File: src/rtl/fft_bin_serializer_pkg.sv
`default_nettype none
// ============================================================================
//  Module      : fft_pkg
//  Description : Shared constants, types and helpers for the 16-point FFT
//                output serializer (frame size, component width, complex
//                sample struct, drain FSM states and 4-bit index reversal).
//  Revision    : 1.0  initial release
// ============================================================================
package fft_pkg;

    localparam int FFT_N     = 16;
    localparam int FFT_LOG2N = 4;
    localparam int FFT_DW    = 32;

    // One complex bin, Q16.16 signed components.
    typedef struct packed {
        logic signed [FFT_DW-1:0] re;
        logic signed [FFT_DW-1:0] im;
    } fft_cplx_t;

    // Drain side of the ping-pong buffer.
    typedef enum logic [0:0] {
        DRAIN_IDLE   = 1'b0,
        DRAIN_STREAM = 1'b1
    } drain_state_t;

    // The final butterfly layer leaves bin k at position rev(k).
    function automatic logic [FFT_LOG2N-1:0] bitrev4(input logic [FFT_LOG2N-1:0] k);
        return {k[0], k[1], k[2], k[3]};
    endfunction

endpackage
`default_nettype wire

File: src/rtl/fft_bin_serializer_if.sv
`default_nettype none
// ============================================================================
//  Module      : fft_bin_serializer_if
//  Description : Bundle of the serializer's frame input stream, bin output
//                stream and peak report.
//                  in_valid/in_ready/in_re/in_im : whole 16-bin frame, slice p
//                                                 is final-layer position p
//                  out_valid/out_ready/out_re/out_im/out_idx/out_last :
//                                                 one bin per beat, natural k
//                  max_valid/max_bin/max_mag      : per-frame peak report
//                Modport slave is the serializer, master is its environment.
//  Revision    : 1.0  initial release
// ============================================================================
interface fft_bin_serializer_if #(
    parameter int DW = fft_pkg::FFT_DW,
    parameter int N  = fft_pkg::FFT_N
);

    logic            in_valid;
    logic            in_ready;
    logic [N*DW-1:0] in_re;
    logic [N*DW-1:0] in_im;

    logic            out_valid;
    logic            out_ready;
    logic [DW-1:0]   out_re;
    logic [DW-1:0]   out_im;
    logic [3:0]      out_idx;
    logic            out_last;

    logic            max_valid;
    logic [3:0]      max_bin;
    logic [DW:0]     max_mag;

    modport slave (
        input  in_valid, in_re, in_im, out_ready,
        output in_ready, out_valid, out_re, out_im, out_idx, out_last,
               max_valid, max_bin, max_mag
    );

    modport master (
        output in_valid, in_re, in_im, out_ready,
        input  in_ready, out_valid, out_re, out_im, out_idx, out_last,
               max_valid, max_bin, max_mag
    );

endinterface
`default_nettype wire

File: src/rtl/fft_bin_serializer_maxbin_tracker.sv
`default_nettype none
// ============================================================================
//  Module      : fft_maxbin_tracker
//  Description : Tracks the largest |re|+|im| over the accepted beats of a
//                frame and reports it once the last beat is accepted.
//                Only built when FFT_MAXBIN_EN is defined.
//                  clk, rst_n        : clock, async active-low reset
//                  i_beat_fire       : a bin was accepted this cycle
//                  i_beat_idx        : its natural index k
//                  i_re, i_im        : its value
//                  o_max_valid       : one-cycle pulse after k = 15 accepted
//                  o_max_bin/o_max_mag : peak index and magnitude, held
//  Revision    : 1.0  initial release
// ============================================================================
`ifdef FFT_MAXBIN_EN
module fft_maxbin_tracker
    import fft_pkg::*;
#(
    parameter int DW = FFT_DW
) (
    input  wire          clk,
    input  wire          rst_n,
    input  wire          i_beat_fire,
    input  wire  [3:0]   i_beat_idx,
    input  wire  [DW-1:0] i_re,
    input  wire  [DW-1:0] i_im,
    output logic         o_max_valid,
    output logic [3:0]   o_max_bin,
    output logic [DW:0]  o_max_mag
);

    localparam logic [DW:0] c_one = {{DW{1'b0}}, 1'b1};

    // One extra bit so that abs(-2^(DW-1)) and the sum of two such values fit.
    function automatic logic [DW:0] abs_ext(input logic [DW-1:0] v);
        logic [DW:0] ext;
        ext = {v[DW-1], v};
        return ext[DW] ? (~ext + c_one) : ext;
    endfunction

    logic [DW:0] r_peak_mag;
    logic [3:0]  r_peak_bin;
    logic        r_max_valid;
    logic [3:0]  r_max_bin;
    logic [DW:0] r_max_mag;

    logic [DW:0] w_mag;
    logic        w_take;
    logic [DW:0] w_peak_mag_nxt;
    logic [3:0]  w_peak_bin_nxt;

    assign w_mag = abs_ext(i_re) + abs_ext(i_im);

    // Beat 0 restarts the search; afterwards only a strictly larger value
    // replaces the peak, so ties keep the lowest index.
    assign w_take         = (i_beat_idx == 4'd0) || (w_mag > r_peak_mag);
    assign w_peak_mag_nxt = w_take ? w_mag      : r_peak_mag;
    assign w_peak_bin_nxt = w_take ? i_beat_idx : r_peak_bin;

    always_ff @(posedge clk or negedge rst_n) begin
        if (!rst_n) begin
            r_peak_mag  <= '0;
            r_peak_bin  <= '0;
            r_max_valid <= 1'b0;
            r_max_bin   <= '0;
            r_max_mag   <= '0;
        end else begin
            r_max_valid <= 1'b0;
            if (i_beat_fire) begin
                r_peak_mag <= w_peak_mag_nxt;
                r_peak_bin <= w_peak_bin_nxt;
                if (i_beat_idx == 4'hF) begin
                    r_max_valid <= 1'b1;
                    r_max_bin   <= w_peak_bin_nxt;
                    r_max_mag   <= w_peak_mag_nxt;
                end
            end
        end
    end

    assign o_max_valid = r_max_valid;
    assign o_max_bin   = r_max_bin;
    assign o_max_mag   = r_max_mag;

endmodule
`endif
`default_nettype wire

File: src/rtl/fft_bin_serializer.sv
`default_nettype none
// ============================================================================
//  Module      : fft_bin_serializer
//  Description : Two-bank ping-pong buffer behind the last FFT butterfly
//                layer. Captures a whole bit-reversed 16-bin frame in one
//                handshake and replays it one bin per cycle in natural order.
//                  clk   : rising-edge clock
//                  rst_n : asynchronous active-low reset, drops all frames
//                  bus   : fft_bin_serializer_if.slave (frame in, bin out,
//                          peak report)
//                Optional: FFT_MAXBIN_EN adds the per-frame peak tracker;
//                without it max_valid/max_bin/max_mag are tied to 0.
//  Revision    : 1.0  initial release
// ============================================================================
module fft_bin_serializer
    import fft_pkg::*;
(
    input wire clk,
    input wire rst_n,
    fft_bin_serializer_if.slave bus
);

    localparam logic [FFT_LOG2N-1:0] c_last_beat = FFT_LOG2N'(FFT_N - 1);

    fft_cplx_t              r_bank [2][FFT_N];
    logic [1:0]             r_full;
    logic [1:0]             w_full_nxt;
    logic                   r_wp;
    logic                   r_rp;
    drain_state_t           r_state;
    drain_state_t           w_state_nxt;
    logic [FFT_LOG2N-1:0]   r_k;
    logic [FFT_LOG2N-1:0]   w_k_nxt;
    logic                   r_out_valid;
    logic                   w_out_valid_nxt;
    logic                   r_out_last;
    logic signed [FFT_DW-1:0] r_out_re;
    logic signed [FFT_DW-1:0] r_out_im;

    logic                   w_in_ready;
    logic                   w_capture;
    logic                   w_fire;
    logic                   w_release;
    logic                   w_load;
    logic                   w_load_bank;
    fft_cplx_t              w_rd;

    assign w_in_ready = ~r_full[r_wp];
    assign w_capture  = bus.in_valid & w_in_ready;
    assign w_fire     = r_out_valid & bus.out_ready;

    // Frame storage: the whole frame lands in bank wp in a single cycle.
    // Bank wp is never the bank being drained, since capture needs it empty.
    always_ff @(posedge clk) begin
        if (w_capture) begin
            for (int p = 0; p < FFT_N; p++) begin
                r_bank[r_wp][p].re <= bus.in_re[p*FFT_DW +: FFT_DW];
                r_bank[r_wp][p].im <= bus.in_im[p*FFT_DW +: FFT_DW];
            end
        end
    end

    // Drain FSM: r_k is the index of the bin currently in the output register.
    always_comb begin
        w_state_nxt     = r_state;
        w_k_nxt         = r_k;
        w_out_valid_nxt = r_out_valid;
        w_load          = 1'b0;
        w_load_bank     = r_rp;
        w_release       = 1'b0;
        case (r_state)
            DRAIN_IDLE: begin
                if (r_full[r_rp]) begin
                    w_load          = 1'b1;
                    w_k_nxt         = '0;
                    w_out_valid_nxt = 1'b1;
                    w_state_nxt     = DRAIN_STREAM;
                end
            end
            DRAIN_STREAM: begin
                if (w_fire) begin
                    if (r_k != c_last_beat) begin
                        w_load  = 1'b1;
                        w_k_nxt = r_k + 1'b1;
                    end else begin
                        w_release = 1'b1;
                        w_k_nxt   = '0;
                        // Other bank already waiting: start it with no bubble.
                        if (r_full[~r_rp]) begin
                            w_load      = 1'b1;
                            w_load_bank = ~r_rp;
                        end else begin
                            w_out_valid_nxt = 1'b0;
                            w_state_nxt     = DRAIN_IDLE;
                        end
                    end
                end
            end
            default: begin
                w_state_nxt     = DRAIN_IDLE;
                w_k_nxt         = '0;
                w_out_valid_nxt = 1'b0;
            end
        endcase
    end

    assign w_rd = r_bank[w_load_bank][bitrev4(w_k_nxt)];

    // Capture and release always address different banks, so both may apply.
    always_comb begin
        w_full_nxt = r_full;
        if (w_capture) begin
            w_full_nxt[r_wp] = 1'b1;
        end
        if (w_release) begin
            w_full_nxt[r_rp] = 1'b0;
        end
    end

    always_ff @(posedge clk or negedge rst_n) begin
        if (!rst_n) begin
            r_state     <= DRAIN_IDLE;
            r_full      <= 2'b00;
            r_wp        <= 1'b0;
            r_rp        <= 1'b0;
            r_k         <= '0;
            r_out_valid <= 1'b0;
            r_out_last  <= 1'b0;
            r_out_re    <= '0;
            r_out_im    <= '0;
        end else begin
            r_state     <= w_state_nxt;
            r_full      <= w_full_nxt;
            r_k         <= w_k_nxt;
            r_out_valid <= w_out_valid_nxt;
            if (w_capture) begin
                r_wp <= ~r_wp;
            end
            if (w_release) begin
                r_rp <= ~r_rp;
            end
            if (w_load) begin
                r_out_re   <= w_rd.re;
                r_out_im   <= w_rd.im;
                r_out_last <= (w_k_nxt == c_last_beat);
            end else begin
                r_out_last <= r_out_last & w_out_valid_nxt;
            end
        end
    end

    assign bus.in_ready  = w_in_ready;
    assign bus.out_valid = r_out_valid;
    assign bus.out_re    = r_out_re;
    assign bus.out_im    = r_out_im;
    assign bus.out_idx   = r_k;
    assign bus.out_last  = r_out_last;

`ifdef FFT_MAXBIN_EN
    fft_maxbin_tracker #(
        .DW (FFT_DW)
    ) u_maxbin_tracker (
        .clk         (clk),
        .rst_n       (rst_n),
        .i_beat_fire (w_fire),
        .i_beat_idx  (r_k),
        .i_re        (r_out_re),
        .i_im        (r_out_im),
        .o_max_valid (bus.max_valid),
        .o_max_bin   (bus.max_bin),
        .o_max_mag   (bus.max_mag)
    );
`else
    assign bus.max_valid = 1'b0;
    assign bus.max_bin   = '0;
    assign bus.max_mag   = '0;
`endif

endmodule
`default_nettype wire

File: src/flat_wrapper.sv
// flat-port wrapper written by rule: the top's interface ports become plain ports
module fft_bin_serializer_flat import fft_pkg::*;
  (clk, rst_n, bus_in_valid, bus_in_re, bus_in_im, bus_out_ready, bus_in_ready, bus_out_valid, bus_out_re, bus_out_im, bus_out_idx, bus_out_last, bus_max_valid, bus_max_bin, bus_max_mag);
  fft_bin_serializer_if #(.DW((FFT_DW)), .N((FFT_N))) bus_i ();
  input wire clk;
  input wire rst_n;
  input wire logic [$bits(bus_i.in_valid)-1:0] bus_in_valid;
  input wire logic [$bits(bus_i.in_re)-1:0] bus_in_re;
  input wire logic [$bits(bus_i.in_im)-1:0] bus_in_im;
  input wire logic [$bits(bus_i.out_ready)-1:0] bus_out_ready;
  output wire logic [$bits(bus_i.in_ready)-1:0] bus_in_ready;
  output wire logic [$bits(bus_i.out_valid)-1:0] bus_out_valid;
  output wire logic [$bits(bus_i.out_re)-1:0] bus_out_re;
  output wire logic [$bits(bus_i.out_im)-1:0] bus_out_im;
  output wire logic [$bits(bus_i.out_idx)-1:0] bus_out_idx;
  output wire logic [$bits(bus_i.out_last)-1:0] bus_out_last;
  output wire logic [$bits(bus_i.max_valid)-1:0] bus_max_valid;
  output wire logic [$bits(bus_i.max_bin)-1:0] bus_max_bin;
  output wire logic [$bits(bus_i.max_mag)-1:0] bus_max_mag;
  assign bus_i.in_valid = bus_in_valid;
  assign bus_i.in_re = bus_in_re;
  assign bus_i.in_im = bus_in_im;
  assign bus_i.out_ready = bus_out_ready;
  assign bus_in_ready = bus_i.in_ready;
  assign bus_out_valid = bus_i.out_valid;
  assign bus_out_re = bus_i.out_re;
  assign bus_out_im = bus_i.out_im;
  assign bus_out_idx = bus_i.out_idx;
  assign bus_out_last = bus_i.out_last;
  assign bus_max_valid = bus_i.max_valid;
  assign bus_max_bin = bus_i.max_bin;
  assign bus_max_mag = bus_i.max_mag;
  fft_bin_serializer u_core (.clk(clk), .rst_n(rst_n), .bus(bus_i));
endmodule
File: config.mk
export PLATFORM = sky130hd
export DESIGN_NAME = fft_bin_serializer_flat
export DESIGN_NICKNAME = d
export VERILOG_FILES = /design/src/rtl/fft_bin_serializer_pkg.sv /design/src/rtl/fft_bin_serializer_if.sv /design/src/rtl/fft_bin_serializer_maxbin_tracker.sv /design/src/rtl/fft_bin_serializer.sv /design/src/flat_wrapper.sv
export SDC_FILE = /design/constraint.sdc
export NUM_CORES = 2
export LEC_CHECK = 0
export BUFFER_PORTS_ARGS = -buffer_cell sky130_fd_sc_hd__buf_2
export CORE_UTILIZATION = 30
export CTS_CLUSTER_DIAMETER = 120
export CTS_CLUSTER_SIZE = 20
export DETAILED_ROUTE_END_ITERATION = 10
export MAX_ROUTING_LAYER = met4
export PLACE_DENSITY_LB_ADDON = 0.12
export SLEW_MARGIN = 20
export SYNTH_ARGS = -nofsm -noshare
export SYNTH_HDL_FRONTEND = slang
export SYNTH_SLANG_ARGS = --single-unit
File: constraint.sdc
create_clock -name clk -period 76.4 [get_ports clk]
set_input_delay 7.64 -clock clk [delete_from_list [all_inputs] [get_ports clk]]
set_output_delay 7.64 -clock clk [all_outputs]
set_load 0.02 [all_outputs]
[After elaboration in Yosys (flattened, before gate mapping)]
Memories as Yosys holds them, arrays and structs flattened.
Index checks and enable logic that the tools add are counted.
Cells by class
  add/sub/neg operators: 1
  $lt $le $gt $ge: 6
  eq/ne operators: 2
  muxes and demuxes: 41
  bitwise gates (word level): 11
  reductions and logical operators: 2
Operators with widths (count)
  binary-select mux 64 bit (select 4 bit): 1
  two-way mux 64 bit: 2
  two-way mux 1 bit: 27
  two-way mux 4 bit: 3
  case mux 4 bit (2 select lines): 1
  < comparator 1 x 2 -> 1 bit (second input constant): 3
  case mux 1 bit (2 select lines): 3
  >= comparator 5 bit (second input constant): 1
  NOT 4 -> 5 bit: 1
  adder 4 x 1 -> 4 bit (second input constant): 1
  equality test 4 bit (second input constant): 1
  two-way mux 2 bit: 2
  != test 4 bit (second input constant): 1
  NOT 1 bit: 4
  bitwise AND 1 bit: 3
  bitwise AND 2 bit: 1
  demux 1 bit (select 1 bit): 2
  >= comparator 1 bit (second input constant): 2
  logical AND 1 bit: 2
  NOT 2 bit: 1
  OR 2 bit: 1
Storage, ports and cells
  register bits after elaboration: 75
  memory bits (writable): 2048
  bits of input ports: 1028
  output and inout port bits: 109
  memories kept: 1
Memory list
  u_core.r_bank: depth 2, bits a word 1024, rd ports 1, clocked after memory_dff 0, write ports 1, RTL line fft_bin_serializer.sv:25  | fft_cplx_t r_bank [2][FFT_N];

[Depth between registers and ports, before layout]
An unclocked memory read counts as a cell.
  depth in word-level cells: 11
  depth in mapped cells: 13

[Least setup slack after synthesis]
OpenSTA, ideal clock, no wires.
  path kind: input to register
  from: input bus_in_valid
  to: register u_core.r_wp
  setup time: 0.315 ns
  arrival time: 85.114 ns
  setup slack: -9.029 ns
  cell stages on the path: 2
  cell sequence: nor3b_1 -> o21bai_1
Between the ends
  cells in the longest elaborated chain, start to end: 1
Ends and longest elaborated chain
  start, declared: RTL line flat_wrapper.sv:7  | input wire logic [$bits(bus_i.in_valid)-1:0] bus_in_valid;
  bitwise AND 1 bit: RTL line fft_bin_serializer.sv:49  | assign w_capture = bus.in_valid & w_in_ready;
  end signal, assigned: RTL line fft_bin_serializer.sv:137  | r_wp <= ~r_wp;
  end, declared: RTL line fft_bin_serializer.sv:28  | logic r_wp;
Every way passes these cells.
A chain may end at the register's enable or synchronous reset.

[Worst setup path after layout]
  from: input bus_out_ready
  to: register u_core.r_out_re[6] (netlist: u_core.bus.out_re[6])
Between the ends
  cells in the longest elaborated chain, start to end: 7
Ends and longest elaborated chain
  start, declared: RTL line flat_wrapper.sv:10  | input wire logic [$bits(bus_i.out_ready)-1:0] bus_out_ready;
  bitwise AND 1 bit *: RTL line fft_bin_serializer.sv:50  | assign w_fire = r_out_valid & bus.out_ready;
  two-way mux 1 bit / two-way mux 4 bit (equally long branches): RTL line fft_bin_serializer.sv:81  | if (w_fire) begin
  two-way mux 1 bit / case mux 4 bit (2 select lines) (equally long branches): RTL line fft_bin_serializer.sv:71  | case (r_state)
  memory read (2 x 1024 bit) / NOT 4 -> 5 bit (equally long branches)
  binary-select mux 64 bit (select 4 bit): RTL line fft_bin_serializer.sv:107  | assign w_rd = r_bank[w_load_bank][bitrev4(w_k_nxt)];
  two-way mux 64 bit (implied by the code) (2 in series): RTL line fft_bin_serializer.sv:107
  end signal, assigned: RTL line fft_bin_serializer.sv:143  | r_out_re <= w_rd.re;
  end, declared: RTL line fft_bin_serializer.sv:37  | logic signed [FFT_DW-1:0] r_out_re;
Every way passes the cells marked *; elsewhere a longest branch is shown, timed or not. The select of a mux whose other input is x is not followed.

==> run metrics <==
Vias=approximately 53000; crit share post-route=17.3%; VDD IR max=~32 uV; Max Clock Freq=between 70 and 80 MHz; fin area=between 90000 and 100000 um^2; synth unique cells=between 50 and 60; R2R setup slack=approximately 69000 ps; Routed Antenna Nets=0; Slew @ Worst Pin=1230 ps; I/O pins=1137; CTS sink cnt=between 2000 and 2500; Leak=~33 nW; pre-CTS setup slack=62360 ps; total power=3.24 mW; dominant synthesized flop cell=edfxtp_1; multi-input logic area=approximately 18000 um^2; Setup TNS=0 ps; worst path arrival time=approximately 14000 ps; Core Area=roughly 270000 um^2; worst setup path class=input port to flip-flop; total gr overflow=0; worst hold path type=flip-flop to flip-flop; Vias/cell=around 5; RSZ-0062 raised after global routing=false; initial core utilization=30.2%; number of synthesis warnings=0; EDFF count, synth=2048; # resized after CTS=0; Pwr per Cell Area=between 30 and 40 nW/um^2; worst-path cell chain=buf_2 > and3_1 > nand4_4 > nand2_8 > buf_4 > buf_4 > buf_4 > buf_4 > mux2i_1 > o22ai_1 > a2111oi_0 > buf_4 > nand4_1; Syn-to-layout area delta=16.4%; drt first-iter violations=a little over 5000; # nets final=approximately 7400; layout cells sized above 1=22.2%; clock period minus worst slack=13190 ps; max incr delay on CP=between 800 and 900 ps; H-tree depth=3; initial antenna violation count=just under 400; final setup fails=0; endpoint class of the critical path=flip-flop; startpoint types=input port; worst clock skew=around 41 ps; TritonCTS Buffers=118; clk buf depth=3; Core Rows=roughly 190; number of global-route vias before repair=just over 50000; die area=approximately 280000 um^2; global-route wire length before repair=roughly 440000 um; maxcap violations=0; routed len/inst=32.1 um; CTS tree=yes; Final WS setup=between 60000 and 70000 ps; gr usage total=23.7%; Post-Syn Instances=about 5400; critical path required time=about 77000 ps; status=complete, no violations; commonest non-fill, non-tap cells in the layout=edfxtp_1 (2048), buf_2 (1097), nand2_1 (1058); cell area after synthesis=82700 um^2; most common cell after layout, fill and taps aside=edfxtp_1; count of pins over their slew limit=0; Max FO, Critical Path=between 90 and 100; Fin. Hold Viols=0; hold_buf cts=0; ys async rst share=under 10%; port bufs=between 1000 and 1500; fillers=approximately 27000; post-layout util=35.1%; DP Area=92100 um^2; register bit total from synthesis=between 2000 and 2500; final WL=~330000 um; largest net degree at the start of global routing=190; Placer Congestion=between 0.8 and 0.9; critical path's slowest cell=nand2_8; Setup Fix Bufs, Post-CTS=0; Synth Area per Inst=around 15 um^2; Clock Tree Root=clkbuf_16; Die Span Y=about 530 um; latest clock arrival within the worst-skew pair=about 800 ps; Sequential cell area=roughly 63000 um^2; cell repeated most along the worst path=buf_4; Seq/Total Area, Yosys=roughly three quarters; Slew HR=18.2%; hpwl dp=226000 um; DRT Pass-1 Iters=6; CTS clk-pin slew, worst paths=about 90 ps; DIE WIDTH=~530 um; Post-route DRC=0
==> synth_stat cells, types with 6 or more instances <==
cell	n	area [um^2]
nand3_1	128	641
a211oi_1	216	1620
o311ai_0	32	280
a21oi_1	226	1130
edfxtp_1	2048	61500
nand3b_1	39	293
o21ai_0	41	205
buf_2	127	636
o22ai_1	100	626
buf_6	24	270
mux2i_1	237	2370
nand4_1	36	225
a32oi_1	80	701
nand2_1	1062	3990
nor2_1	11	41.3
o311ai_1	6	52.6
buf_4	53	398
nor4_1	36	225
and3_1	211	1320
clkbuf_1	212	796
buf_1	22	82.6
a31oi_1	57	357
a221oi_1	70	613
a311oi_1	175	1530
dfrtp_1	75	1880
a2111oi_0	57	499
==> power breakdown <==
group | total [mW] | internal (mW) | switching (mW)
Sequential | 1.46 | 1.42 | 0.0436
Combinational | 1.09 | 0.289 | 0.799
Clock | 0.691 | 0.301 | 0.390
==> layout make-up <==
cell class / instances / area share, %
Sequential cell: 2123 / 65.9
Multi-Input combinational cell: 2898 / 18.4
Timing Repair Buffer: 1221 / 6.79
Tap cell: 3589 / 4.67
Clock buffer: 198 / 3.40
Antenna cell: 259 / 0.674
Clock inverter: 13 / 0.181
Inverter: 6 / 0.0364
==> registers in the layout, indices dropped and copies added, names as in the netlist <==
register              cells
u_core.r_rp               1
u_core.bus.out_re        32
u_core.bus.out_idx        4
u_core.r_full             2
u_core.bus.out_im        32
u_core.r_bank          2048
u_core.r_wp               1
u_core.bus.out_last       1
u_core.r_state            1
u_core.bus.out_valid      1
==> logic make-up (layout without fill, tap and decap cells) <==
| kind of cell | after synthesis | after routing | synth area share (%) |
|---|---|---|---|
| flip-flops | 2123 | 2123 | 76.7 |
| other | 1 | 297 | 0.00454 |
| adder cells (fa/ha/maj) | 1 | 1 | 0.0151 |
| AO/OA/AOI/OAI | 1081 | 1081 | 9.46 |
| buffers and inverters | 445 | 1438 | 2.67 |
| multiplexers | 237 | 237 | 2.87 |
| AND/OR/NAND/NOR | 1539 | 1539 | 8.28 |
| XOR/XNOR | 2 | 2 | 0.0212 |
==> critical path: cells and delay by family <==
family          cells  cell delay, ps
simple gates        4            2010
buf+inv             6            3020
compound gates      2             550
mux                 1             250
==> stage by stage <==
step / cells / hold slack, ps
after floorplan: 5466 / 562
after global placement: 9837 / 488
after detailed placement: 9837 / 496
after CTS: 10048 / 530
after global routing: 10253 / 539
final: 10307 / 536
==> metal layers <==
| layer | vias up | part of all wire [%] | GRT usage, % |
|---|---|---|---|
| li1 | 23464 | - | - |
| met1 | 27190 | 38 | 27.4 |
| met2 | 2010 | 50 | 40.1 |
| met3 | 419 | 9.6 | 7.33 |
| met4 | 0 | 2.2 | 4.95 |
| met5 | - | 0 | - |
==> worst paths after layout <==
path                                                     to                            start  cells past startpoint
max reg2reg                u_core.bus.out_re[6]$_DFFE_PN0N_  u_core.bus.out_idx[0]$_DFF_PN0_                     13
max in group asynchronous           u_core.r_rp$_DFFE_PN0P_                            rst_n                      2
min                           u_core.bus.out_last$_DFF_PN0_    u_core.bus.out_last$_DFF_PN0_                      2
max                        u_core.bus.out_re[6]$_DFFE_PN0N_                    bus_out_ready                     13
min reg2reg                   u_core.bus.out_last$_DFF_PN0_    u_core.bus.out_last$_DFF_PN0_                      2
min in group asynchronous  u_core.bus.out_im[0]$_DFFE_PN0N_                            rst_n                      1
Note: power is estimated with default switching activity, not from simulation.
